**src/rtl/fft16_pkg.sv**
```systemverilog
`default_nettype none
// ============================================================================
// Module      : fft16_pkg
// Description : Shared definitions for the 16-point FFT parallel-to-serial
//               output sequencer: beat-counter codes, sequencer state type
//               and the beat-to-bin mapping.
// Revision    : 1.0  initial release
// ============================================================================
package fft16_pkg;

  // Beat-counter codes seen by the parallel-to-serial stage.
  localparam logic [3:0] CNT_IDLE = 4'b1000;  // stage outputs zero, capture held
  localparam logic [3:0] CNT_LOAD = 4'b0100;  // first beat, parallel capture
  localparam logic [3:0] CNT_LAST = 4'b0011;  // last beat of a frame

  typedef enum logic {
    IDLE = 1'b0,
    RUN  = 1'b1
  } state_t;

  // Lane-0 bin for a running beat code. The stage starts at code 4, so the
  // beat ordinal is cnt[2:0] with bit 2 inverted; the emitted bin is that
  // ordinal bit-reversed (0,4,2,6,1,5,3,7).
  function automatic logic [3:0] bin_of_cnt(input logic [2:0] c);
    logic [2:0] beat;
    beat = {~c[2], c[1:0]};
    return {1'b0, beat[0], beat[1], beat[2]};
  endfunction

endpackage
`default_nettype wire

```
**src/rtl/fft16_p2s_ctrl.sv**
```systemverilog
`default_nettype none
// ============================================================================
// Module      : fft16_p2s_ctrl
// Description : Sequencer for the FFT16 parallel-to-serial output stage.
//               Accepts whole frames with valid/ready, drives the stage beat
//               counter and load strobe, and emits framing sideband aligned
//               with the stage's registered two-bin-per-beat output.
// Ports       : clk, rst          - clock, synchronous active-high reset
//               frame_valid/ready - frame handshake from butterfly array
//               flush             - synchronous abort back to idle
//               cnt, load         - beat counter / capture strobe to stage
//               out_valid/sop/eop - serial pair framing (1-cycle delayed)
//               out_idx           - lane-0 bin index (lane 1 = idx + 8)
//               frames_done       - wrapping count of fully emitted frames
// Revision    : 1.0  initial release
// ============================================================================
module fft16_p2s_ctrl
  import fft16_pkg::*;
#(
  parameter int BEATS  = 8,
  parameter int FCNT_W = 16
) (
  input  logic              clk,
  input  logic              rst,
  input  logic              frame_valid,
  output logic              frame_ready,
  input  logic              flush,
  output logic [3:0]        cnt,
  output logic              load,
  output logic              out_valid,
  output logic              out_sop,
  output logic              out_eop,
  output logic [3:0]        out_idx,
  output logic [FCNT_W-1:0] frames_done
);

  // Running codes wrap within the low three bits (7 -> 0).
  localparam logic [3:0] BEAT_MASK = 4'(BEATS - 1);

  state_t              state_q, state_d;
  logic [3:0]          cnt_q, cnt_d;
  logic                out_valid_q, out_valid_d;
  logic                out_sop_q, out_sop_d;
  logic                out_eop_q, out_eop_d;
  logic [3:0]          out_idx_q, out_idx_d;
  logic [FCNT_W-1:0]   frames_done_q, frames_done_d;
  logic                accept;

  // Ready only when the stage can take a new capture on the next beat: idle,
  // or on the final beat so frames run back to back. Flush and reset win.
  assign frame_ready = !rst && !flush && ((state_q == IDLE) || (cnt_q == CNT_LAST));
  assign accept      = frame_valid && frame_ready;
  assign load        = (cnt_q == CNT_LOAD);

  always_comb begin
    state_d       = state_q;
    cnt_d         = cnt_q;
    out_valid_d   = 1'b0;
    out_sop_d     = 1'b0;
    out_eop_d     = 1'b0;
    out_idx_d     = 4'd0;
    frames_done_d = frames_done_q + {{(FCNT_W-1){1'b0}}, out_eop_q};

    // Sideband for the beat currently on cnt; it appears one cycle later,
    // together with the stage's registered data for that beat.
    if (state_q == RUN) begin
      out_valid_d = 1'b1;
      out_sop_d   = (cnt_q == CNT_LOAD);
      out_eop_d   = (cnt_q == CNT_LAST);
      out_idx_d   = bin_of_cnt(cnt_q[2:0]);
    end

    if (flush) begin
      // Drop the in-flight beat's sideband too, so no stray valid follows.
      state_d     = IDLE;
      cnt_d       = CNT_IDLE;
      out_valid_d = 1'b0;
      out_sop_d   = 1'b0;
      out_eop_d   = 1'b0;
      out_idx_d   = 4'd0;
    end else if (state_q == IDLE) begin
      if (accept) begin
        state_d = RUN;
        cnt_d   = CNT_LOAD;
      end
    end else if (cnt_q == CNT_LAST) begin
      if (accept) begin
        cnt_d = CNT_LOAD;
      end else begin
        state_d = IDLE;
        cnt_d   = CNT_IDLE;
      end
    end else begin
      cnt_d = (cnt_q + 4'd1) & BEAT_MASK;
    end
  end

  always_ff @(posedge clk) begin
    if (rst) begin
      state_q       <= IDLE;
      cnt_q         <= CNT_IDLE;
      out_valid_q   <= 1'b0;
      out_sop_q     <= 1'b0;
      out_eop_q     <= 1'b0;
      out_idx_q     <= 4'd0;
      frames_done_q <= '0;
    end else begin
      state_q       <= state_d;
      cnt_q         <= cnt_d;
      out_valid_q   <= out_valid_d;
      out_sop_q     <= out_sop_d;
      out_eop_q     <= out_eop_d;
      out_idx_q     <= out_idx_d;
      frames_done_q <= frames_done_d;
    end
  end

  assign cnt         = cnt_q;
  assign out_valid   = out_valid_q;
  assign out_sop     = out_sop_q;
  assign out_eop     = out_eop_q;
  assign out_idx     = out_idx_q;
  assign frames_done = frames_done_q;

endmodule
`default_nettype wire

```
**config.mk**
```make
export PLATFORM = sky130hd
export DESIGN_NAME = fft16_p2s_ctrl
export DESIGN_NICKNAME = d
export VERILOG_FILES = /design/src/rtl/fft16_pkg.sv /design/src/rtl/fft16_p2s_ctrl.sv
export SDC_FILE = /design/constraint.sdc
export NUM_CORES = 1
export LEC_CHECK = 0
export CAP_MARGIN = 20
export CORE_ASPECT_RATIO = 1.5
export CORE_UTILIZATION = 35
export CTS_CLUSTER_DIAMETER = 60
export DETAILED_ROUTE_END_ITERATION = 16
export GPL_TIMING_DRIVEN = 0
export PLACE_DENSITY_LB_ADDON = 0.05
export SLEW_MARGIN = 20
export SYNTH_ARGS = -nofsm -noshare
export SYNTH_HDL_FRONTEND = slang
export SYNTH_SLANG_ARGS = --single-unit
```
**constraint.sdc**
```tcl
create_clock -name clk -period 2.13 [get_ports clk]
set_clock_uncertainty 0.1 [all_clocks]
set_input_delay 0.426 -clock clk [delete_from_list [all_inputs] [get_ports clk]]
set_output_delay 0.426 -clock clk [all_outputs]
set_load 0.005 [all_outputs]
```
### After elaboration in Yosys (flattened, before gate mapping)

Cells that the tools add are included.

* output and inout port bits: 29
* word-level logic and storage cells: 31
* input port bits: 4
* flip-flop bits (word level): 28

* eq/ne operators: 2
* reduce and logical (&&, ||, !) cells: 9
* $add $sub $neg: 2
* multiplexer cells: 8
* bitwise gates (word level): 2

Operators with widths (number)
* $add A16 B1 Y16: 1
* $mux W4: 4
* $eq A4 B2 Y1 const B: 1
* $eq A4 B3 Y1 const B: 1
* $mux W1: 4
* $add A3 B1 Y3 const B: 1
* $logic_and A1 B1 Y1: 3
* $reduce_or A3 Y1: 1
* $logic_not A1 Y1: 2
* $not A1 Y1: 2
* $reduce_bool A2 Y1: 1
* $reduce_or A2 Y1: 1
* $logic_or A1 B1 Y1: 1

### Depth between registers and ports, before layout

* word-level depth: 7
* mapped depth: 6

### Least setup slack after synthesis

Ideal clock, no wire load.

* path kind: register to register
* start point: register out_eop_q (netlist: out_eop)
* end point: register frames_done_q[14] (netlist: frames_done[14])
* path buffers: 0
* period minus slack after synthesis: 1.618 ns
* arrival: 1.390 ns
* setup slack: 0.512 ns
* cell stages (with the launch flop): 7
* cell sequence: dfxtp_1 ha_1 ha_1 nand4_2 nor4_2 xnor2_1 nor2_1

* longest elaborated chain between the ends: 1

Ends and longest elaborated chain
* start: declaration: line fft16_p2s_ctrl.sv:44 `logic out_eop_q, out_eop_d;`
* start signal: assignment: line fft16_p2s_ctrl.sv:112 `out_eop_q <= out_eop_d;`
* $add A16 B1 Y16: line fft16_p2s_ctrl.sv:62 `frames_done_d = frames_done_q + {{(FCNT_W-1){1'b0}}, out_eop_q};`
* end signal: assignment: line fft16_p2s_ctrl.sv:114 `frames_done_q <= frames_done_d;`
* end: declaration: line fft16_p2s_ctrl.sv:46 `logic [FCNT_W-1:0] frames_done_q, frames_done_d;`

Every way passes these cells.
A chain may end at the register's enable or synchronous reset.

### Worst setup path in the final report

* start point: register cnt_q[1] (netlist: cnt[1])
* end point: output load

* longest elaborated chain between the ends: 1

Ends and longest elaborated chain
* start: declaration: line fft16_p2s_ctrl.sv:41 `logic [3:0] cnt_q, cnt_d;`
* start signal: assignment: line fft16_p2s_ctrl.sv:109 `cnt_q <= cnt_d;`
* $eq A4 B3 Y1: line fft16_p2s_ctrl.sv:53 `assign load = (cnt_q == CNT_LOAD);`
* end: declaration: line fft16_p2s_ctrl.sv:29 `output logic load,`

Every way passes these cells.

==> flow_summary.yaml <==
clock_tree:
  cts_buffer_depth: 2
  clk_sinks: 27
  cts_root_buf: "sky130_fd_sc_hd__clkbuf_8"
  cts-hold-fix-buffers: 0
  cts_htree_levels: 1
  cts.reportedPaths.clkPinSlew_ns: 0.09
  post_cts_buffers: 0
  tritoncts: "built"
  clk-insertion-delay-late_ns: 0.27
  cts_inserted_buffers: 3
yosys:
  synthCells: 120
  ys.warnings.count: 0
  dominant_cell_by_count_in_the_synthesized_netlist: "sky130_fd_sc_hd__dfxtp_1"
  synth_ff_type: "sky130_fd_sc_hd__dfxtp_1"
  synthDominantCellAreaShare_pct: 47.2
  synth.largest_area_cell: "sky130_fd_sc_hd__dfxtp_1"
  netlist_area_um2: 1150
  syn_nets: 128
  postSynthRegisterBits: 27
  avgSynthCellArea_um2: 9.55
  ys_seq_area_share_pct: 47.2
  postSynth.asyncResetShare_pct: 0
  synth_area_leaders: "sky130_fd_sc_hd__dfxtp_1 47%, sky130_fd_sc_hd__xnor2_1 6.9%, sky130_fd_sc_hd__nor2_1 6.2%, sky130_fd_sc_hd__ha_1 4.4%, sky130_fd_sc_hd__nor3_1 3.5%"
  synth_edf_count: 0
  synth.distinct_cells: 33
  synth.top_cells.by_count: "27 x sky130_fd_sc_hd__dfxtp_1, 19 x sky130_fd_sc_hd__nor2_1, 9 x sky130_fd_sc_hd__xnor2_1"
detailed_routing:
  vias: 932
  detail_routed_via_count_per_cell: 4.78
  drt-initial-drc-count: 16
  antenna_violating_nets_post_route: 0
  drt-total-wl_um: 2240
  detail_routed_net_length_per_standard_cell_um: 11.5
  first_pass_iters: 4
  drc: 0
outcome:
  outcome: "completed"
placed_design:
  dpl.hpwl_um: 1690
  buffer_ports.inserted: 31
  globalplace.congestion: 0.735
  area_after_detailed_placement_um2: 1510
worst_setup_path:
  critPathMaxStageDelay_ns: 0.50
  cp-start-kind: "flop"
  r2r-end: "frames_done[14]"
  r2r.worst_path.cells: 6
  critical_path.slowest_cell: "sky130_fd_sc_hd__clkdlybuf4s50_1"
  rrSetupSlack_ns: 0.35
  critical_path_class: "reg -> out"
  crit_fanout: 3
  required_time_of_the_critical_path_ns: 1.60
  cp_cell_sequence: "inv_1, ha_1, and3b_1, clkdlybuf4s50_1"
  worst-endpoint-arrival_ns: 1.52
  worst_setup_path_end_kind: "output pin"
  rr_startpoint: "frames_done[0]"
layout:
  final_net_count: 164
  layout-area-overhead-vs-synth_pct: 37.2
  final_design_area_no_fill_um2: 1570
  antenna_diode_instance_count: 0
  drive_gt1_share_pct: 13.5
  post-route-util_pct: 50.3
grt:
  global_route.peak_usage_layer: "met2"
  global_route.usage.met3_pct: 1.89
  number_of_antenna_violations_at_the_first_check_in_global_routing: 0
  globalRoute.totalOverflow: 0
  global_routing_usage_on_met2_pct: 27.2
  gr-usage-met1_pct: 14.6
  first_pass_grt_wire_length_um: 3860
  grtUsageTotal_pct: 14.1
  grt_max_degree: 15
  vias_in_the_first_global_route: 885
timing:
  finalHoldViolations: 0
  post-route-period-util_pct: 96.2
  total_count_of_max_transition_violations_in_the_final_report: 0
  finalSetupViolCount: 0
  timing.setup.tns_ns: 0
  fmaxAchievable_mhz: 488
  post-route-min-period_ns: 2.05
floorplan:
  die_x_um: 48.7
  initial_cell_density_of_the_core_pct: 36.6
  io_pins: 33
  core_region_area_um2: 3130
  die_area_um2: 3510
  core.rowCount: 25
  fp.dieH_um: 72.1
worst_hold_path:
  hold_class: "reg -> reg"
  worst_hold_path.num_cells: 2
  hold_path_end: "out_idx[2]"
  hold_start: "cnt[0]"
flow_run:
  maxCapViolCount: 0
power_and_ir_drop:
  leak_pwr_nw: 0.574
  ir_worst_vdd_mv: 0.405
  pwr_density_cell_nw_per_um2: 537
-- final cells by class --
| class | instances | area [um2] |
|---|---|---|
| inverters | 4 | 15.0 |
| repair buffers | 31 | 309 |
| plain buffers | 4 | 23.8 |
| clock buffers | 4 | 45.0 |
| flip-flops and latches | 27 | 543 |
| well taps | 40 | 50.0 |
| multi-input cells | 85 | 587 |
| fillers | 314 | 1560 |
-- how the worst max path moves through the flow --
stage,cells after the start,end,from
detailed placement,4,frame_ready,rst
CTS,4,load,cnt[0]
global route,5,frame_ready,cnt[0]
finish,4,load,cnt[1]
floorplan,6,frames_done[14],out_eop
global placement,4,frame_ready,rst
-- cell usage in the layout, fill, tap and decap left out, types with 2 or more instances in the layout --
| cell | Yosys | layout |
|---|---|---|
| sky130_fd_sc_hd__nor2_1 | 19 | 19 |
| sky130_fd_sc_hd__a21oi_1 | 4 | 4 |
| sky130_fd_sc_hd__xor2_1 | 4 | 4 |
| sky130_fd_sc_hd__nand2_1 | 6 | 6 |
| sky130_fd_sc_hd__clkbuf_8 | 0 | 3 |
| sky130_fd_sc_hd__and3_1 | 2 | 2 |
| sky130_fd_sc_hd__inv_1 | 4 | 3 |
| sky130_fd_sc_hd__nand3_1 | 4 | 4 |
| sky130_fd_sc_hd__nor3_1 | 8 | 8 |
| sky130_fd_sc_hd__nand4_1 | 2 | 2 |
| sky130_fd_sc_hd__dfxtp_1 | 27 | 25 |
| sky130_fd_sc_hd__clkdlybuf4s50_1 | 0 | 30 |
| sky130_fd_sc_hd__nor2b_1 | 3 | 2 |
| sky130_fd_sc_hd__ha_1 | 4 | 3 |
| sky130_fd_sc_hd__o21ai_0 | 2 | 2 |
| sky130_fd_sc_hd__nor4_2 | 3 | 3 |
| sky130_fd_sc_hd__xnor2_1 | 9 | 9 |
| sky130_fd_sc_hd__nand4_2 | 2 | 2 |
| sky130_fd_sc_hd__dfxtp_2 | 0 | 2 |
-- state kept, by name (all words and copies together), names as in the netlist --
| signal | flops |
|---|---|
| frames_done | 16 |
| cnt | 4 |
| out_idx | 3 |
| out_eop | 1 |
| out_sop | 1 |
| out_valid | 1 |
| state_q | 1 |
-- power breakdown --
part	internal, mW	leakage, nW	switching [mW]
registers	0.509	0.219	0.00494
logic	0.0211	0.332	0.0195
clock network	0.134	0.0228	0.157
-- logic make-up after synthesis --
logic type               count (synthesis)  share of synthesized area (%)
AND/OR/NAND/NOR                         56                           28.8
AO/OA/AOI/OAI                           10                           5.46
adder cells (fa/ha/maj)                  4                           4.37
other                                    1                          0.327
multiplexers                             1                          0.873
XOR/XNOR                                13                           9.93
buffers and inverters                    8                           3.06
flip-flops                              27                           47.2
-- metrics by stage --
step	cells	setup WS [ns]	total power [mW]	hold WS, ns
finish	195	0.0817	0.845	0.405
global route	195	-0.00268	0.882	0.418
CTS	195	0.0305	0.860	0.432
detailed placement	191	-0.279	0.565	0.393
global placement	191	-0.296	0.565	0.397
floorplan	120	0.512	0.543	0.370
-- critical path: cells and delay by family, from the launching register on --
family | cells | cell delay (ns)
buffers and inverters | 2 | 0.59
DFF | 1 | 0.34
and+or+nand+nor | 1 | 0.17
adders and majority gates | 1 | 0.16
-- metal layers --
metal | share of wire [%] | wire, um | vias to the layer above
li1 | - | - | 477
met1 | 41 | 914 | 430
met2 | 54 | 1210 | 21
met3 | 3.4 | 77 | 4
met4 | 1.7 | 39 | 0
met5 | 0 | 0 | -
-- timing repair --
item,in CTS,in global routing
gates cloned,0,0
gates resized for setup,8,2
endpoints found under the setup margin,1,2
No activity file was read; power rests on OpenSTA's default activity.
